[src/rtl/uart_tx_arb.sv]
`default_nettype none
// +--------------------------------------------------------------------------+
// | Module   : uart_tx_arb                                                   |
// | Purpose  : Round-robin, packet-locking arbiter sharing one uart_tx       |
// |            among NREQ byte-stream requesters.                            |
// | Revision : 1.0                                                           |
// +--------------------------------------------------------------------------+
module uart_tx_arb #(
  parameter int NREQ     = 4,
  parameter int HOLD_MAX = 255
) (
  input  logic              clk,
  input  logic              reset,
  input  logic [NREQ-1:0]   req,
  input  logic [NREQ*8-1:0] req_data,
  input  logic [NREQ-1:0]   req_last,
  output logic [NREQ-1:0]   ack,
  output logic              tx_start,
  output logic [7:0]        tx_data,
  input  logic              tx_busy,
  input  logic              tx_end,
  output logic [2:0]        owner,
  output logic              locked
);

  localparam int C_IW = (NREQ > 1) ? $clog2(NREQ) : 1;
  localparam int C_HW = $clog2(HOLD_MAX + 1);

  typedef enum logic [1:0] {
    ARB  = 2'd0,
    SEND = 2'd1,
    WAIT = 2'd2,
    HOLD = 2'd3
  } state_t;

  state_t          state_q, state_d;
  logic [C_IW-1:0] owner_q, owner_d;
  logic [C_IW-1:0] rr_q, rr_d;
  logic [C_HW-1:0] hold_q, hold_d;
  logic            locked_q, locked_d;
  logic            tx_start_q, tx_start_d;
  logic [7:0]      tx_data_q, tx_data_d;
  logic [NREQ-1:0] ack_q, ack_d;
  logic [C_IW-1:0] winner;
  logic [C_IW-1:0] owner_inc;

  // Descending scan so the requester closest to the pointer is assigned last and wins.
  function automatic logic [C_IW-1:0] rr_pick(input logic [NREQ-1:0] r,
                                              input logic [C_IW-1:0] p);
    int j;
    rr_pick = p;
    for (int k = NREQ - 1; k >= 0; k--) begin
      j = int'(p) + k;
      if (j >= NREQ) j = j - NREQ;
      if (r[j]) rr_pick = C_IW'(j);
    end
  endfunction

  assign winner    = rr_pick(req, rr_q);
  assign owner_inc = (owner_q == C_IW'(NREQ - 1)) ? '0 : owner_q + 1'b1;

  always_ff @(posedge clk) begin
    if (!reset) begin
      state_q    <= ARB;
      owner_q    <= '0;
      rr_q       <= '0;
      hold_q     <= '0;
      locked_q   <= 1'b0;
      tx_start_q <= 1'b0;
      tx_data_q  <= 8'h00;
      ack_q      <= '0;
    end else begin
      state_q    <= state_d;
      owner_q    <= owner_d;
      rr_q       <= rr_d;
      hold_q     <= hold_d;
      locked_q   <= locked_d;
      tx_start_q <= tx_start_d;
      tx_data_q  <= tx_data_d;
      ack_q      <= ack_d;
    end
  end

  always_comb begin
    state_d    = state_q;
    owner_d    = owner_q;
    rr_d       = rr_q;
    hold_d     = hold_q;
    locked_d   = locked_q;
    tx_start_d = 1'b0;
    tx_data_d  = tx_data_q;
    ack_d      = '0;
    case (state_q)
      ARB: begin
        if (!locked_q && (|req) && !tx_busy) begin
          owner_d = winner;
          state_d = SEND;
        end
      end
      SEND: begin
        // A request withdrawn after the grant is dropped instead of being sent.
        if (req[owner_q]) begin
          tx_start_d     = 1'b1;
          tx_data_d      = req_data[{owner_q, 3'b000} +: 8];
          ack_d[owner_q] = 1'b1;
          locked_d       = ~req_last[owner_q];
          state_d        = WAIT;
        end else if (locked_q) begin
          hold_d  = '0;
          state_d = HOLD;
        end else begin
          state_d = ARB;
        end
      end
      WAIT: begin
        if (tx_end) begin
          if (locked_q && req[owner_q]) begin
            state_d = SEND;
          end else if (locked_q) begin
            hold_d  = '0;
            state_d = HOLD;
          end else begin
            rr_d    = owner_inc;
            state_d = ARB;
          end
        end
      end
      HOLD: begin
        if (req[owner_q]) begin
          state_d = SEND;
        end else if (hold_q == C_HW'(HOLD_MAX)) begin
          locked_d = 1'b0;
          rr_d     = owner_inc;
          state_d  = ARB;
        end else begin
          hold_d = hold_q + 1'b1;
        end
      end
      default: state_d = ARB;
    endcase
  end

  assign ack      = ack_q;
  assign tx_start = tx_start_q;
  assign tx_data  = tx_data_q;
  assign owner    = 3'(owner_q);
  assign locked   = locked_q;

endmodule
`default_nettype wire
[config.mk]
export PLATFORM = sky130hd
export DESIGN_NAME = uart_tx_arb
export DESIGN_NICKNAME = d
export VERILOG_FILES = /design/src/rtl/uart_tx_arb.sv
export SDC_FILE = /design/constraint.sdc
export NUM_CORES = 1
export LEC_CHECK = 0
export ABC_AREA = 1
export BUFFER_PORTS_ARGS = -buffer_cell sky130_fd_sc_hd__buf_2
export CELL_PAD_IN_SITES_DETAIL_PLACEMENT = 0
export CELL_PAD_IN_SITES_GLOBAL_PLACEMENT = 1
export CORE_MARGIN = 1
export CORE_UTILIZATION = 33
export DETAILED_ROUTE_END_ITERATION = 7
export MAX_ROUTING_LAYER = met4
export PLACE_DENSITY = 0.83
export SETUP_SLACK_MARGIN = 0.5
export SLEW_MARGIN = 20
export SYNTH_ARGS = -nofsm -noshare
export SYNTH_HDL_FRONTEND = slang
export SYNTH_SLANG_ARGS = --single-unit
[constraint.sdc]
create_clock -name clk -period 4 [get_ports clk]
set_input_delay 0 -clock clk [delete_from_list [all_inputs] [get_ports clk]]
set_output_delay 0 -clock clk [all_outputs]
set_load 0.1 [all_outputs]
==> results of run 1 <==
## synth_stat cells
master,n,share of area
o21ai_2,1,0.0047
and2_1,1,0.0034
or2_4,1,0.0047
o21ai_0,41,0.11
nor3_1,3,0.0081
nand2_4,1,0.0061
o21a_1,1,0.0041
nand3_2,2,0.011
nand3b_1,1,0.0041
clkbuf_1,6,0.012
nand2_2,3,0.010
nand3_1,15,0.041
o211ai_1,1,0.0041
xnor2_1,2,0.0095
inv_2,3,0.0061
a21oi_1,15,0.041
dfxtp_1,28,0.30
nor2_2,2,0.0068
nor2_8,1,0.011
nand4_1,2,0.0068
nand3_4,1,0.0095
ha_1,5,0.034
buf_4,1,0.0041
inv_1,27,0.055
nand4_2,1,0.0068
or2_2,1,0.0034
xor2_1,3,0.014
o22ai_1,9,0.030
nor2_1,53,0.11
buf_2,3,0.0081
nand2_1,52,0.11
a21oi_2,1,0.0047
conb_1,1,0.0020
buf_6,1,0.0061
o21ai_1,1,0.0027
## cell usage in the layout, fill, tap and decap left out, drive strengths merged, types with 3 or more instances in the layout
cell type,n
xor2,3
nand4,3
o22ai,9
a21oi,16
clkbuf,4
buf,60
inv,30
ha,5
nor3,3
nand3,18
o21ai,43
nand2,56
dfxtp,28
nor2,56
## per-stage QoR
stage,std cells,total power [W],hold slack (ns),area (sq um)
2_1_floorplan,290,0.000767,0.138,1850
3_3_place_gp,409,0.000863,0.360,2190
3_5_place_dp,409,0.000862,0.363,2190
4_1_cts,413,0.00104,0.0684,2240
5_1_grt,413,0.00110,0.0818,2240
6_report,413,0.00103,0.0716,2240
## cell families (layout without fill, tap and decap cells)
kind of cell             count (synthesis)  in the layout
AND/OR/NAND/NOR                        140            140
AO/OA/AOI/OAI                           70             70
buffers and inverters                   41             94
flip-flops                              28             28
adder cells (fa/ha/maj)                  5              5
XOR/XNOR                                 5              5
other                                    1              1
## state kept, by name, summed over array words and instances (netlist names)
register,cells
tx_data,8
state_q,2
owner_q,2
ack,4
rr_q,2
hold_q,8
locked,1
tx_start,1
## metal layers
layer  global-route usage  wire length, um  vias up
met5                    -                0        -
met4               0.0404               48        0
met3               0.0155              153        4
met2                0.273             2110       53
met1                0.208             2270      875
li1                     -                -     1050
## layout make-up
| cell class | instances | share of cell area |
|---|---|---|
| multi-input combinational | 221 | 0.501 |
| sequential | 28 | 0.250 |
| timing repair buffer | 60 | 0.135 |
| inverter | 30 | 0.0503 |
| tap | 70 | 0.0391 |
| clock buffer | 4 | 0.0246 |
## worst min-delay path: cells and delay by family
kind,cells,cell delay [ns]
AND/OR/NAND/NOR,1,0.04
AO/OA/AOI/OAI,1,0.09
buffers and inverters,1,0.17
## path summary, 6_finish.rpt
path | slack [ns] | start | end
hold / removal | 0.07 | reset | tx_data[0]$_SDFFE_PN0P_
setup / recovery | 1.99 | owner_q[1]$_SDFFE_PN0P_ | hold_q[5]$_SDFFE_PN0P_
setup reg to reg | 1.99 | owner_q[1]$_SDFFE_PN0P_ | hold_q[5]$_SDFFE_PN0P_
hold reg to reg | 0.52 | hold_q[7]$_SDFFE_PN0P_ | hold_q[7]$_SDFFE_PN0P_
## power breakdown
part | internal [W] | total [W] | leakage (nW) | switching [W]
Sequential | 0.000311 | 0.000345 | 0.227 | 0.0000340
Combinational | 0.000122 | 0.000509 | 0.814 | 0.000387
Clock | 0.0000881 | 0.000178 | 0.0288 | 0.0000895
==> flow_summary.json, run 1 <==
{
  "clk_pin_slew_ns": 0.10,
  "ys_seq_area_frac": 0.303,
  "clock.fmax_mhz": 498,
  "wl_per_cell_um": 11.1,
  "avgSynthCellArea_sq_um": 6.39,
  "place_ws_ns": 1.96,
  "cts_setup_buffers": 0,
  "fp.dieW_um": 76.9,
  "fin_tns_setup_ns": 0,
  "pin_count": 61,
  "status": "complete, no violations",
  "fin_crit_ns": 2.01,
  "clock_sinks": 28,
  "min_path_type": "input port to flip-flop",
  "areaGrowthSynthToFinish_pct": 21.0,
  "final_core_util": 0.425,
  "n_fill_cell": 585,
  "numCtsBuffers": 3,
  "ir_drop_v": 0.000230,
  "p_leak_nw": 1.07,
  "grt_pass1_vias": 1813,
  "initial_core_util": 0.351,
  "die_h_um": 76.9,
  "synth_fp_nets": 339,
  "cp.depth": 6,
  "cts_resized": 0,
  "finalNetCount": 393,
  "drc_errors": 0,
  "max_cap_viol_count": 0,
  "synth_mux_area_frac": 0,
  "synthXorXnorAreaFrac": 0.0236,
  "power_density_nw_per_um2": 461,
  "portBuffers": 59,
  "crit_required_ns": 4.21,
  "critPathCaptureType": "flip-flop",
  "cts-root-buf": "clkbuf_8",
  "hold_path_depth": 3,
  "finalMaxSlewViolations": 0,
  "cts_tree": "built",
  "antenna_cells": 0,
  "slowest_stage": "dfxtp_1",
  "synthSimpleGateAreaFrac": 0.345,
  "holdBufCountCts": 0,
  "design.die.area_sq_um": 5920,
  "setup_violations": 0,
  "multiInputGateArea_sq_um": 1120,
  "yosysWarningCount": 0,
  "cp_top_family": "simple AND/OR/NAND/NOR gates",
  "slowest_delay_ns": 0.61,
  "synth-compound-area-share": 0.202,
  "min_period_over_period": 0.502,
  "clock_latency_ns": 0.27,
  "worst_setup_path_start_kind": "flip-flop",
  "gp_congestion": 0.853,
  "vias": 1982,
  "coreArea_sq_um": 5270,
  "first_pass_iters": 4,
  "antenna_found_initial": 0,
  "synth_cell_type_count": 35,
  "finalHoldViolations": 0,
  "critical_path_buf_inv_count": 1,
  "wl_um": 4580,
  "ant_nets": 0,
  "setup.worst_path.class": "flip-flop to flip-flop",
  "setup_slack_ns": 1.99,
  "grt.total_usage": 0.163,
  "grt_remaining_overflow": 0,
  "synth_area_sq_um": 1850,
  "dpl.hpwl_um": 3540,
  "core.rowCount": 26,
  "reg2reg_depth": 6,
  "critPathArrivalTime_ns": 2.22,
  "grt_pass1_wl_um": 7850,
  "synth_top_family_by_area": "simple AND/OR/NAND/NOR gates",
  "cts.htree.levels": 1,
  "crit_path_max_fanout": 15,
  "skew_ns": 0.00319,
  "worstPathCellList": "inv_1 > nand3_1 > nand3_2 > nand3_4 > o21ai_0 > a21oi_1",
  "clock_path_buffers": 2,
  "drive_gt1_frac": 0.239,
  "dr.first_iter.drc_count": 53,
  "synth_fa_ha_area_frac": 0.0338,
  "grt_max_degree": 26,
  "ys_seq_elements": 28,
  "synthCells": 290,
  "rsz0062_at_grt": "false",
  "seq_area_sq_um": 561,
  "via_per_inst": 4.80
}
No activity file was read; power rests on OpenSTA's default activity.
==> inputs of run 2 (changes only) <==
--- a/config.mk
+++ b/config.mk
@@ -10,10 +10,10 @@
 export CELL_PAD_IN_SITES_DETAIL_PLACEMENT = 0
 export CELL_PAD_IN_SITES_GLOBAL_PLACEMENT = 1
 export CORE_MARGIN = 1
-export CORE_UTILIZATION = 33
+export CORE_UTILIZATION = 31
 export DETAILED_ROUTE_END_ITERATION = 7
 export MAX_ROUTING_LAYER = met4
-export PLACE_DENSITY = 0.83
+export PLACE_DENSITY = 0.82
 export SETUP_SLACK_MARGIN = 0.5
 export SLEW_MARGIN = 20
 export SYNTH_ARGS = -nofsm -noshare
==> constraint.sdc (replaced) <==
create_clock -name clk -period 1.8 [get_ports clk]
set_input_delay 0 -clock clk [delete_from_list [all_inputs] [get_ports clk]]
set_output_delay 0 -clock clk [all_outputs]
set_load 0.1 [all_outputs]
==> run 2 against run 1 <==
Against the previous run:
- sequential share of layout area is 2.5 points lower
- register-to-register slack got worse by 1.6 ns
- combinational power rose to 2.6 times the previous value
- cell area is 16% higher
- global-route usage grew 0.61 points
- non-clock buffer count grew 15
- total power is 150% higher
- critical path depth is 2 higher
- setup slack got worse by 1.6 ns
- first-iteration DRC count increased by 40%
- clock skew decreased by 0.0011 ns
- critical endpoint is now hold_q[1]$_SDFFE_PN0P_
- largest cell class unchanged
- largest power group unchanged
- highest routed layer unchanged
==> flow_summary.json, run 2 (synthesis results as in run 1) <==
{
  "p_leak_nw": 1.22,
  "clk_pin_slew_ns": 0.10,
  "max_cap_viol_count": 0,
  "finalHoldViolations": 0,
  "cp_top_family": "simple AND/OR/NAND/NOR gates",
  "hold_start": "reset",
  "min_path_type": "input port to flip-flop",
  "fp.dieW_um": 79.3,
  "portBuffers": 59,
  "cts_tree": "built",
  "drive_gt1_frac": 0.386,
  "numCtsBuffers": 3,
  "cts.htree.levels": 1,
  "finalNetCount": 410,
  "first_pass_iters": 4,
  "r2r_start": "hold_q[0]$_SDFFE_PN0P_",
  "ir_drop_v": 0.000584,
  "initial_core_util": 0.328,
  "wl_per_cell_um": 11.7,
  "slowest_stage": "dfxtp_2",
  "tightest_slew_ns": 0.502,
  "setup.worst_path.class": "flip-flop to flip-flop",
  "antenna_cells": 0,
  "dpl.hpwl_um": 3580,
  "drc_errors": 0,
  "min_period_over_period": 0.785,
  "hold_path_depth": 3,
  "cts-root-buf": "clkbuf_8",
  "final_core_util": 0.462,
  "status": "complete, no violations",
  "crit_path_max_fanout": 8,
  "dr.first_iter.drc_count": 74,
  "critPathArrivalTime_ns": 1.61,
  "grt_max_degree": 24,
  "antenna_found_initial": 0,
  "clock_sinks": 28,
  "final_cell_mix": "buf_2, nor2_1, nand2_1",
  "reg2reg_to": "hold_q[1]$_SDFFE_PN0P_",
  "clock.fmax_mhz": 708,
  "grt_remaining_overflow": 0,
  "grt_pass1_vias": 1900,
  "vias": 2067,
  "design.die.area_sq_um": 6290,
  "critical_path_buf_inv_count": 1,
  "rsz0062_at_grt": "true",
  "relSlewSlack": 0.665,
  "coreArea_sq_um": 5640,
  "clock_latency_ns": 0.27,
  "reg2reg_depth": 8,
  "worstPathCellList": "ha_2 > inv_2 > nor2_4 > nand4_4 > nand3_4 > nor2_8 > nand3_2 > a21oi_2",
  "grt_pass1_wl_um": 8360,
  "gp_congestion": 0.798,
  "layout_commonest_cell": "buf_2",
  "wl_um": 5060,
  "setup_violations": 0,
  "total_power_w": 0.00257,
  "grt.total_usage": 0.169,
  "hold_end": "owner_q[0]$_SDFFE_PN0P_",
  "critPathCaptureType": "flip-flop",
  "skew_ns": 0.00207,
  "die_h_um": 79.3,
  "ant_nets": 0,
  "crit_required_ns": 2.00,
  "power_density_nw_per_um2": 988,
  "clock_path_buffers": 2,
  "worst_setup_path_start_kind": "flip-flop",
  "core.rowCount": 27,
  "via_per_inst": 4.78,
  "areaGrowthSynthToFinish_pct": 40.6,
  "r2r_setup_slack_ns": 0.39,
  "hold_ws_ns": 0.0730,
  "pin_count": 61,
  "fin_tns_setup_ns": 0,
  "fin_crit_ns": 1.41,
  "finalMaxSlewViolations": 0,
  "slowest_delay_ns": 0.34,
  "setup.worst_path.start": "hold_q[0]$_SDFFE_PN0P_"
}
==> run 2: area by class of cell <==
class | instances | area, sq um
Clock buffer | 3 | 41.3
Clock inverter | 1 | 30.0
Fill cell | 579 | 3040
Inverter | 30 | 118
Multi-Input combinational cell | 223 | 1300
Sequential cell | 28 | 587
Tap cell | 72 | 90.1
Timing Repair Buffer | 75 | 440
==> run 2: layer usage <==
metal  GRT usage  wire length, um  up-vias
met5           -                0        -
met4      0.0382               35        0
met3      0.0195              185        2
met2       0.295             2500       37
met1       0.207             2350      938
li1            -                -     1090
==> run 2: worst register-to-register path: stages, from the launching register on <==
cell	delay [ns]
dfxtp_2	0.34
ha_2	0.18
inv_2	0.09
nor2_4	0.05
nand4_4	0.10
nand3_4	0.14
nor2_8	0.21
nand3_2	0.10
a21oi_2	0.14
==> run 2: how the worst max path moves through the flow <==
stage / slack [ns] / endpoint / depth (start not counted)
3_3_place_gp: 0.35 / rr_q[0]$_SDFFE_PN0P_ / 8
4_1_cts: 0.44 / hold_q[2]$_SDFFE_PN0P_ / 10
2_1_floorplan: 0.34 / hold_q[5]$_SDFFE_PN0P_ / 8
5_1_grt: 0.30 / hold_q[1]$_SDFFE_PN0P_ / 8
6_report: 0.39 / hold_q[1]$_SDFFE_PN0P_ / 8
3_5_place_dp: 0.31 / locked$_SDFFE_PN0P_ / 7
==> run 2: per-stage QoR <==
| stage | instances | area, sq um | worst slack [ns] |
|---|---|---|---|
| 5_1_grt | 432 | 2600 | 0.298 |
| 6_report | 432 | 2600 | 0.387 |
| 3_3_place_gp | 414 | 2240 | 0.350 |
| 4_1_cts | 426 | 2480 | 0.439 |
| 3_5_place_dp | 414 | 2240 | 0.307 |
| 2_1_floorplan | 290 | 1890 | 0.343 |
==> run 2: power breakdown <==
part	switching [W]	internal, W
clock	0.000195	0.000298
combinational	0.000940	0.000363
sequential	0.0000748	0.000702
total	0.00121	0.00136
==> run 2: repair_timing <==
action / 4_1_cts / 5_1_grt
resized for setup: 33 / 29
hold buffers: 0 / 0
pin swaps: 15 / 12
hold endpoints to repair: 0 / 0
gates cloned: 2 / 0
setup endpoints to repair: 24 / 25
buffers inserted: 6 / 6
